==> src/rtl/pipe_add16_seq_pkg.sv <==
// Shared widths, FSM encoding and default adder latency for the nibble-serial
// 16-bit adder sequencer.
package pipe_add16_seq_pkg;

    localparam int NIB_W         = 4;
    localparam int NIB_N         = 4;
    localparam int DATA_W        = NIB_W * NIB_N;
    localparam int IDX_W         = 2;
    localparam int CNT_W         = 4;
    localparam int ADDER_LAT_DEF = 4;

    typedef enum logic [1:0] {
        IDLE  = 2'd0,
        ISSUE = 2'd1,
        WAIT  = 2'd2,
        DONE  = 2'd3
    } state_e;

endpackage

==> src/rtl/pipe_add16_seq_if.sv <==
// Request/response bus plus the nibble link to the external 4-bit pipelined
// adder; slave is the sequencer side, master the surrounding logic.
interface pipe_add16_seq_if;
    import pipe_add16_seq_pkg::*;

    logic              Start;
    logic [DATA_W-1:0] A_in;
    logic [DATA_W-1:0] B_in;
    logic              Cin_in;
    logic              Ready;
    logic              Done;
    logic [DATA_W-1:0] Result;
    logic              Cout_out;
    logic [NIB_W-1:0]  Add_A;
    logic [NIB_W-1:0]  Add_B;
    logic              Add_Cin;
    logic [NIB_W-1:0]  Add_Sum;
    logic              Add_Cout;

    modport slave (
        input  Start, A_in, B_in, Cin_in, Add_Sum, Add_Cout,
        output Ready, Done, Result, Cout_out, Add_A, Add_B, Add_Cin
    );

    modport master (
        output Start, A_in, B_in, Cin_in, Add_Sum, Add_Cout,
        input  Ready, Done, Result, Cout_out, Add_A, Add_B, Add_Cin
    );

endinterface

==> src/rtl/pipe_add16_seq.sv <==
// Sequences a 16-bit add as four nibble adds through an external pipelined
// 4-bit adder, rippling the returned carry from nibble to nibble.
module pipe_add16_seq
    import pipe_add16_seq_pkg::*;
#(
    parameter int ADDER_LAT = ADDER_LAT_DEF
) (
    input  logic            Clk,
    input  logic            Rst_n,
    pipe_add16_seq_if.slave bus
);

    localparam logic [CNT_W-1:0] LAT_M1 = CNT_W'(ADDER_LAT - 1);

    state_e            state_q, state_d;
    logic [IDX_W-1:0]  idx_q, idx_d;
    logic [CNT_W-1:0]  cnt_q, cnt_d;
    logic              carry_q, carry_d;
    logic [DATA_W-1:0] sum_q, sum_d;
    logic [DATA_W-1:0] result_q, result_d;
    logic              cout_q, cout_d;
    logic [DATA_W-1:0] a_q, a_d;
    logic [DATA_W-1:0] b_q, b_d;
    logic [IDX_W+1:0]  nib_lsb;

    assign nib_lsb = {idx_q, 2'b00};

    always_ff @(posedge Clk) begin
        // NOTE: reset is synchronous, so Rst_n is tested only inside the clocked block.
        if (!Rst_n) begin
            state_q  <= IDLE;
            idx_q    <= '0;
            cnt_q    <= '0;
            carry_q  <= 1'b0;
            sum_q    <= '0;
            result_q <= '0;
            cout_q   <= 1'b0;
        end else begin
            // NOTE: non-blocking so every register updates from pre-edge values.
            state_q  <= state_d;
            idx_q    <= idx_d;
            cnt_q    <= cnt_d;
            carry_q  <= carry_d;
            sum_q    <= sum_d;
            result_q <= result_d;
            cout_q   <= cout_d;
        end
    end

    // NOTE: operand holding registers need no reset; they are only read after a capture.
    always_ff @(posedge Clk) begin
        a_q <= a_d;
        b_q <= b_d;
    end

    always_comb begin
        // NOTE: defaults first so no branch leaves a signal unassigned (no latches).
        state_d  = state_q;
        idx_d    = idx_q;
        cnt_d    = cnt_q;
        carry_d  = carry_q;
        sum_d    = sum_q;
        result_d = result_q;
        cout_d   = cout_q;
        a_d      = a_q;
        b_d      = b_q;

        case (state_q)
            IDLE, DONE: begin
                if (bus.Start) begin
                    a_d     = bus.A_in;
                    b_d     = bus.B_in;
                    carry_d = bus.Cin_in;
                    idx_d   = '0;
                    state_d = ISSUE;
                end else begin
                    state_d = IDLE;
                end
            end
            ISSUE: begin
                cnt_d   = LAT_M1;
                state_d = WAIT;
            end
            WAIT: begin
                cnt_d = cnt_q - 1'b1;
                // The adder's answer for this nibble is valid only when the count expires.
                if (cnt_q == '0) begin
                    sum_d[nib_lsb +: NIB_W] = bus.Add_Sum;
                    carry_d                 = bus.Add_Cout;
                    if (idx_q == IDX_W'(NIB_N - 1)) begin
                        result_d = sum_d;
                        cout_d   = bus.Add_Cout;
                        state_d  = DONE;
                    end else begin
                        idx_d   = idx_q + 1'b1;
                        state_d = ISSUE;
                    end
                end
            end
            default: state_d = IDLE;
        endcase
    end

    assign bus.Ready    = (state_q == IDLE) || (state_q == DONE);
    assign bus.Done     = (state_q == DONE);
    assign bus.Result   = result_q;
    assign bus.Cout_out = cout_q;
    assign bus.Add_A    = (state_q == ISSUE) ? a_q[nib_lsb +: NIB_W] : '0;
    assign bus.Add_B    = (state_q == ISSUE) ? b_q[nib_lsb +: NIB_W] : '0;
    assign bus.Add_Cin  = (state_q == ISSUE) ? carry_q : 1'b0;

endmodule

==> src/flat_wrapper.sv <==
// flat-port wrapper written by rule: the top's interface ports become plain ports
module pipe_add16_seq_flat import pipe_add16_seq_pkg::*;
#(
    parameter int ADDER_LAT = ADDER_LAT_DEF
)
  (Clk, Rst_n, bus_Start, bus_A_in, bus_B_in, bus_Cin_in, bus_Add_Sum, bus_Add_Cout, bus_Ready, bus_Done, bus_Result, bus_Cout_out, bus_Add_A, bus_Add_B, bus_Add_Cin);
  pipe_add16_seq_if bus_i ();
  input  logic Clk;
  input  logic Rst_n;
  input wire logic [$bits(bus_i.Start)-1:0] bus_Start;
  input wire logic [$bits(bus_i.A_in)-1:0] bus_A_in;
  input wire logic [$bits(bus_i.B_in)-1:0] bus_B_in;
  input wire logic [$bits(bus_i.Cin_in)-1:0] bus_Cin_in;
  input wire logic [$bits(bus_i.Add_Sum)-1:0] bus_Add_Sum;
  input wire logic [$bits(bus_i.Add_Cout)-1:0] bus_Add_Cout;
  output wire logic [$bits(bus_i.Ready)-1:0] bus_Ready;
  output wire logic [$bits(bus_i.Done)-1:0] bus_Done;
  output wire logic [$bits(bus_i.Result)-1:0] bus_Result;
  output wire logic [$bits(bus_i.Cout_out)-1:0] bus_Cout_out;
  output wire logic [$bits(bus_i.Add_A)-1:0] bus_Add_A;
  output wire logic [$bits(bus_i.Add_B)-1:0] bus_Add_B;
  output wire logic [$bits(bus_i.Add_Cin)-1:0] bus_Add_Cin;
  assign bus_i.Start = bus_Start;
  assign bus_i.A_in = bus_A_in;
  assign bus_i.B_in = bus_B_in;
  assign bus_i.Cin_in = bus_Cin_in;
  assign bus_i.Add_Sum = bus_Add_Sum;
  assign bus_i.Add_Cout = bus_Add_Cout;
  assign bus_Ready = bus_i.Ready;
  assign bus_Done = bus_i.Done;
  assign bus_Result = bus_i.Result;
  assign bus_Cout_out = bus_i.Cout_out;
  assign bus_Add_A = bus_i.Add_A;
  assign bus_Add_B = bus_i.Add_B;
  assign bus_Add_Cin = bus_i.Add_Cin;
  pipe_add16_seq #(.ADDER_LAT(ADDER_LAT)) u_core (.Clk(Clk), .Rst_n(Rst_n), .bus(bus_i));
endmodule
==> config.mk <==
export PLATFORM = sky130hd
export DESIGN_NAME = pipe_add16_seq_flat
export DESIGN_NICKNAME = d
export VERILOG_FILES = /design/src/rtl/pipe_add16_seq_pkg.sv /design/src/rtl/pipe_add16_seq_if.sv /design/src/rtl/pipe_add16_seq.sv /design/src/flat_wrapper.sv
export SDC_FILE = /design/constraint.sdc
export NUM_CORES = 1
export LEC_CHECK = 0
export ABC_AREA = 1
export ABC_CLOCK_PERIOD_IN_PS = 4600
export BUFFER_PORTS_ARGS = -buffer_cell sky130_fd_sc_hd__buf_4
export CAP_MARGIN = 10
export CORE_MARGIN = 4
export CORE_UTILIZATION = 30
export CTS_BUF_LIST = sky130_fd_sc_hd__clkbuf_16
export DETAILED_ROUTE_END_ITERATION = 7
export GPL_TIMING_DRIVEN = 0
export SKIP_CTS_REPAIR_TIMING = 1
export SLEW_MARGIN = 5
export SYNTH_ARGS = -nofsm -noshare
export SYNTH_HDL_FRONTEND = slang
export SYNTH_SLANG_ARGS = --single-unit
export TNS_END_PERCENT = 30
==> constraint.sdc <==
create_clock -name Clk -period 4.6 [get_ports Clk]
set_input_delay 0.92 -clock Clk [delete_from_list [all_inputs] [get_ports Clk]]
set_output_delay 0.92 -clock Clk [all_outputs]
set_load 0.02 [all_outputs]
==> results.toml <==
[status]
status = "finished, final reports clean"

[yosys]
syn_inst = 368
syn-cell-area_um2 = 3220
synth.avg_cell_area_um2 = 8.75
synthesis.nets = 419
ys_warn_count = 0
synth-seq-area-share = 0.535
yosysUniqueCellTypes = 28
ys_ff_latch = 70

[detailed_routing]
postRouteAntennaNets = 0
dr.pass1.iters = 5
drt_iter0_markers = 69
viasPerCell = 4.50
wl_per_cell_um = 12.5
drc = 0
wirelength_mm = 7.36
via_count = 2651

[worst_setup_path]
critPathArrivalTime_ps = 1910
rr_endpoint = "u_core.bus.Result[4]"
path_class = "reg -> out"
cp_data_required_time_ps = 3680
end_kind = "primary output"
regToRegSetupSlack_ps = 2590
reg2reg_depth = 9
cp_max_fo = 11
setup.worst_path.start_class = "flip-flop"
cp-startpoint = "u_core.idx_q[1]"
critPathCapture = "bus_Add_B[0]"
r2r_start = "u_core.idx_q[1]"

[cts]
cts_tree = "done"
numCtsBuffers = 9
clkSinkCount = 70
cts_max_path_buffers = 2
clk_pin_slew_ps = 50
clock_latency_ps = 320
cts_root_buffer = "clkbuf_16"
htree_levels = 3

[layout]
multiInputGateArea_um2 = 1230
fin_cells = 589
fin_nets = 499
seqCellArea_um2 = 1720
antenna_cells = 0
drive_gt1_frac = 0.241
n_fill_cell = 1042
area_growth_syn_to_layout_pct = 30.0
fin_util = 0.404

[pwr]
p_per_area_nw_per_um2 = 371
vdd_drop_max_mv = 0.206
p_leak_nw = 1.85
finalPower_mw = 1.55

[floorplan]
num_rows = 37
dieArea_um2 = 12500
die_x_um = 112
initial_core_util = 0.310
coreArea_um2 = 10400
pin_count = 69
die_h_um = 112

[global_route]
grt_pass1_wl_mm = 12.1
grt_pass1_vias = 2489
grt_max_degree = 33
antenna_found_initial = 0
grtUsageTotal = 0.121
overflow = 0

[timing]
worst_pin_slew_ps = 443
clock_skew_ps = 3.86
fin_crit_sh = 0.616
fin_hold_ws_ps = 460
period_needed_ps = 2830
rsz0062_at_grt = "no"
max_freq_mhz = 353
relSlewSlack = 0.704
final.setup.tns_ps = 0
drv_slew = 0
finalSetupViolCount = 0
hold_viol = 0

[worst_hold_path]
hp-class = "reg -> reg"

[placed_design]
gp_congestion = 0.815
dp.final_hpwl_mm = 5.48
place_inst = 572
io_buffers = 68

[run]
cap_violations = 0
-- cells in the mapped netlist --
library cell  number  area share
o21ai_1            1      0.0016
o21ai_2            1      0.0027
dfxtp_1           38        0.24
clkbuf_1           2      0.0023
nor3_1             2      0.0031
nand2_1           45       0.052
clkinv_1           2      0.0023
inv_2              4      0.0047
nor2_4             3       0.010
a31oi_1            1      0.0019
buf_8              1      0.0047
nand2_2            3      0.0058
nand3_1           21       0.033
nor2_1            75       0.087
nand4_1            8       0.016
edfxtp_1          32        0.30
buf_2              4      0.0062
or2_2              1      0.0019
nand3b_1           3      0.0070
nor2_2             1      0.0019
o21ai_0           36       0.056
inv_1             35       0.041
buf_4              4      0.0093
buf_6              4       0.014
o21a_1            12       0.028
nand3_4            1      0.0054
ha_1              10       0.039
a21oi_1           18       0.028
-- cell usage in the layout (no fill, tap or decap) --
master / Yosys / final
nand3b_1: 3 / 3
clkbuf_16: 0 / 9
nor2_2: 1 / 1
ha_1: 10 / 10
clkinv_2: 0 / 3
o21ai_2: 1 / 1
o21a_1: 12 / 12
nand3_4: 1 / 1
buf_8: 1 / 1
clkinvlp_4: 0 / 1
nand2_1: 45 / 45
buf_4: 4 / 72
buf_2: 4 / 4
a21oi_1: 18 / 18
nand4_1: 8 / 8
nor2_1: 75 / 75
o21ai_0: 36 / 36
nor2_4: 3 / 3
inv_1: 35 / 37
a31oi_1: 1 / 1
clkbuf_1: 2 / 2
inv_2: 4 / 4
clkinv_1: 2 / 3
buf_16: 0 / 1
or2_2: 1 / 1
nand3_1: 21 / 21
edfxtp_1: 32 / 32
buf_6: 4 / 4
o21ai_1: 1 / 1
dfxtp_1: 38 / 38
nor3_1: 2 / 2
nand2_2: 3 / 3
-- final cells by class --
| type | count | area share |
|---|---|---|
| plain buffers | 15 | 0.0281 |
| well taps | 136 | 0.0406 |
| clock inverters | 7 | 0.00807 |
| inverters | 41 | 0.0368 |
| repair buffers | 69 | 0.129 |
| multi-input cells | 242 | 0.293 |
| flip-flops and latches | 70 | 0.411 |
| clock buffers | 9 | 0.0538 |
-- how the worst min path moves through the flow --
stage | from | to | depth (start not counted)
after floorplan | u_core.carry_q | u_core.carry_q | 2
after global placement | u_core.carry_q | u_core.carry_q | 2
after detailed placement | u_core.carry_q | u_core.carry_q | 2
after CTS | u_core.carry_q | u_core.carry_q | 2
after global routing | u_core.carry_q | u_core.carry_q | 2
final | u_core.carry_q | u_core.carry_q | 2
-- per-stage QoR --
| step | area (um2) | setup WS (ps) |
|---|---|---|
| floorplan | 3220 | 2430 |
| global placement | 3900 | 2120 |
| detailed placement | 3900 | 2100 |
| CTS | 4160 | 1740 |
| global route | 4190 | 1600 |
| finish | 4190 | 1770 |
-- power breakdown --
part	switching (mW)	internal [mW]	total, mW
clock network	0.247	0.355	0.602
logic	0.134	0.0927	0.227
registers	0.0170	0.706	0.723
-- sequential cells by signal, indices dropped and copies added, names as in the netlist, 2 cells and up --
register	flops
u_core.a_q	16
u_core.cnt_q	4
u_core.bus.Result	16
u_core.sum_q	12
u_core.state_q	2
u_core.b_q	16
u_core.idx_q	2
-- routing by layer --
layer / up-vias / GRT usage / part of all wire
met5: - / 0 / 0
met4: 0 / 0.0430 / 0.012
met3: 9 / 0.0440 / 0.067
met2: 81 / 0.186 / 0.44
met1: 1191 / 0.157 / 0.48
li1: 1370 / - / -
-- critical path, cell delays in order, from the launching register on --
cell and delay, ps:
dfxtp_1 360, buf_4 190, clkinv_1 310, nor2_1 180
o21ai_0 120, a21oi_1 240, buf_4 190
-- cell families (layout without fill, tap and decap cells) --
family	after synthesis	in the layout	share of synthesized area
AO/OA/AOI/OAI	69	69	0.118
adder cells (fa/ha/maj)	10	10	0.0389
buffers and inverters	56	141	0.0843
flip-flops	70	70	0.535
AND/OR/NAND/NOR	163	163	0.224
(Power assumes the default switching activity.)
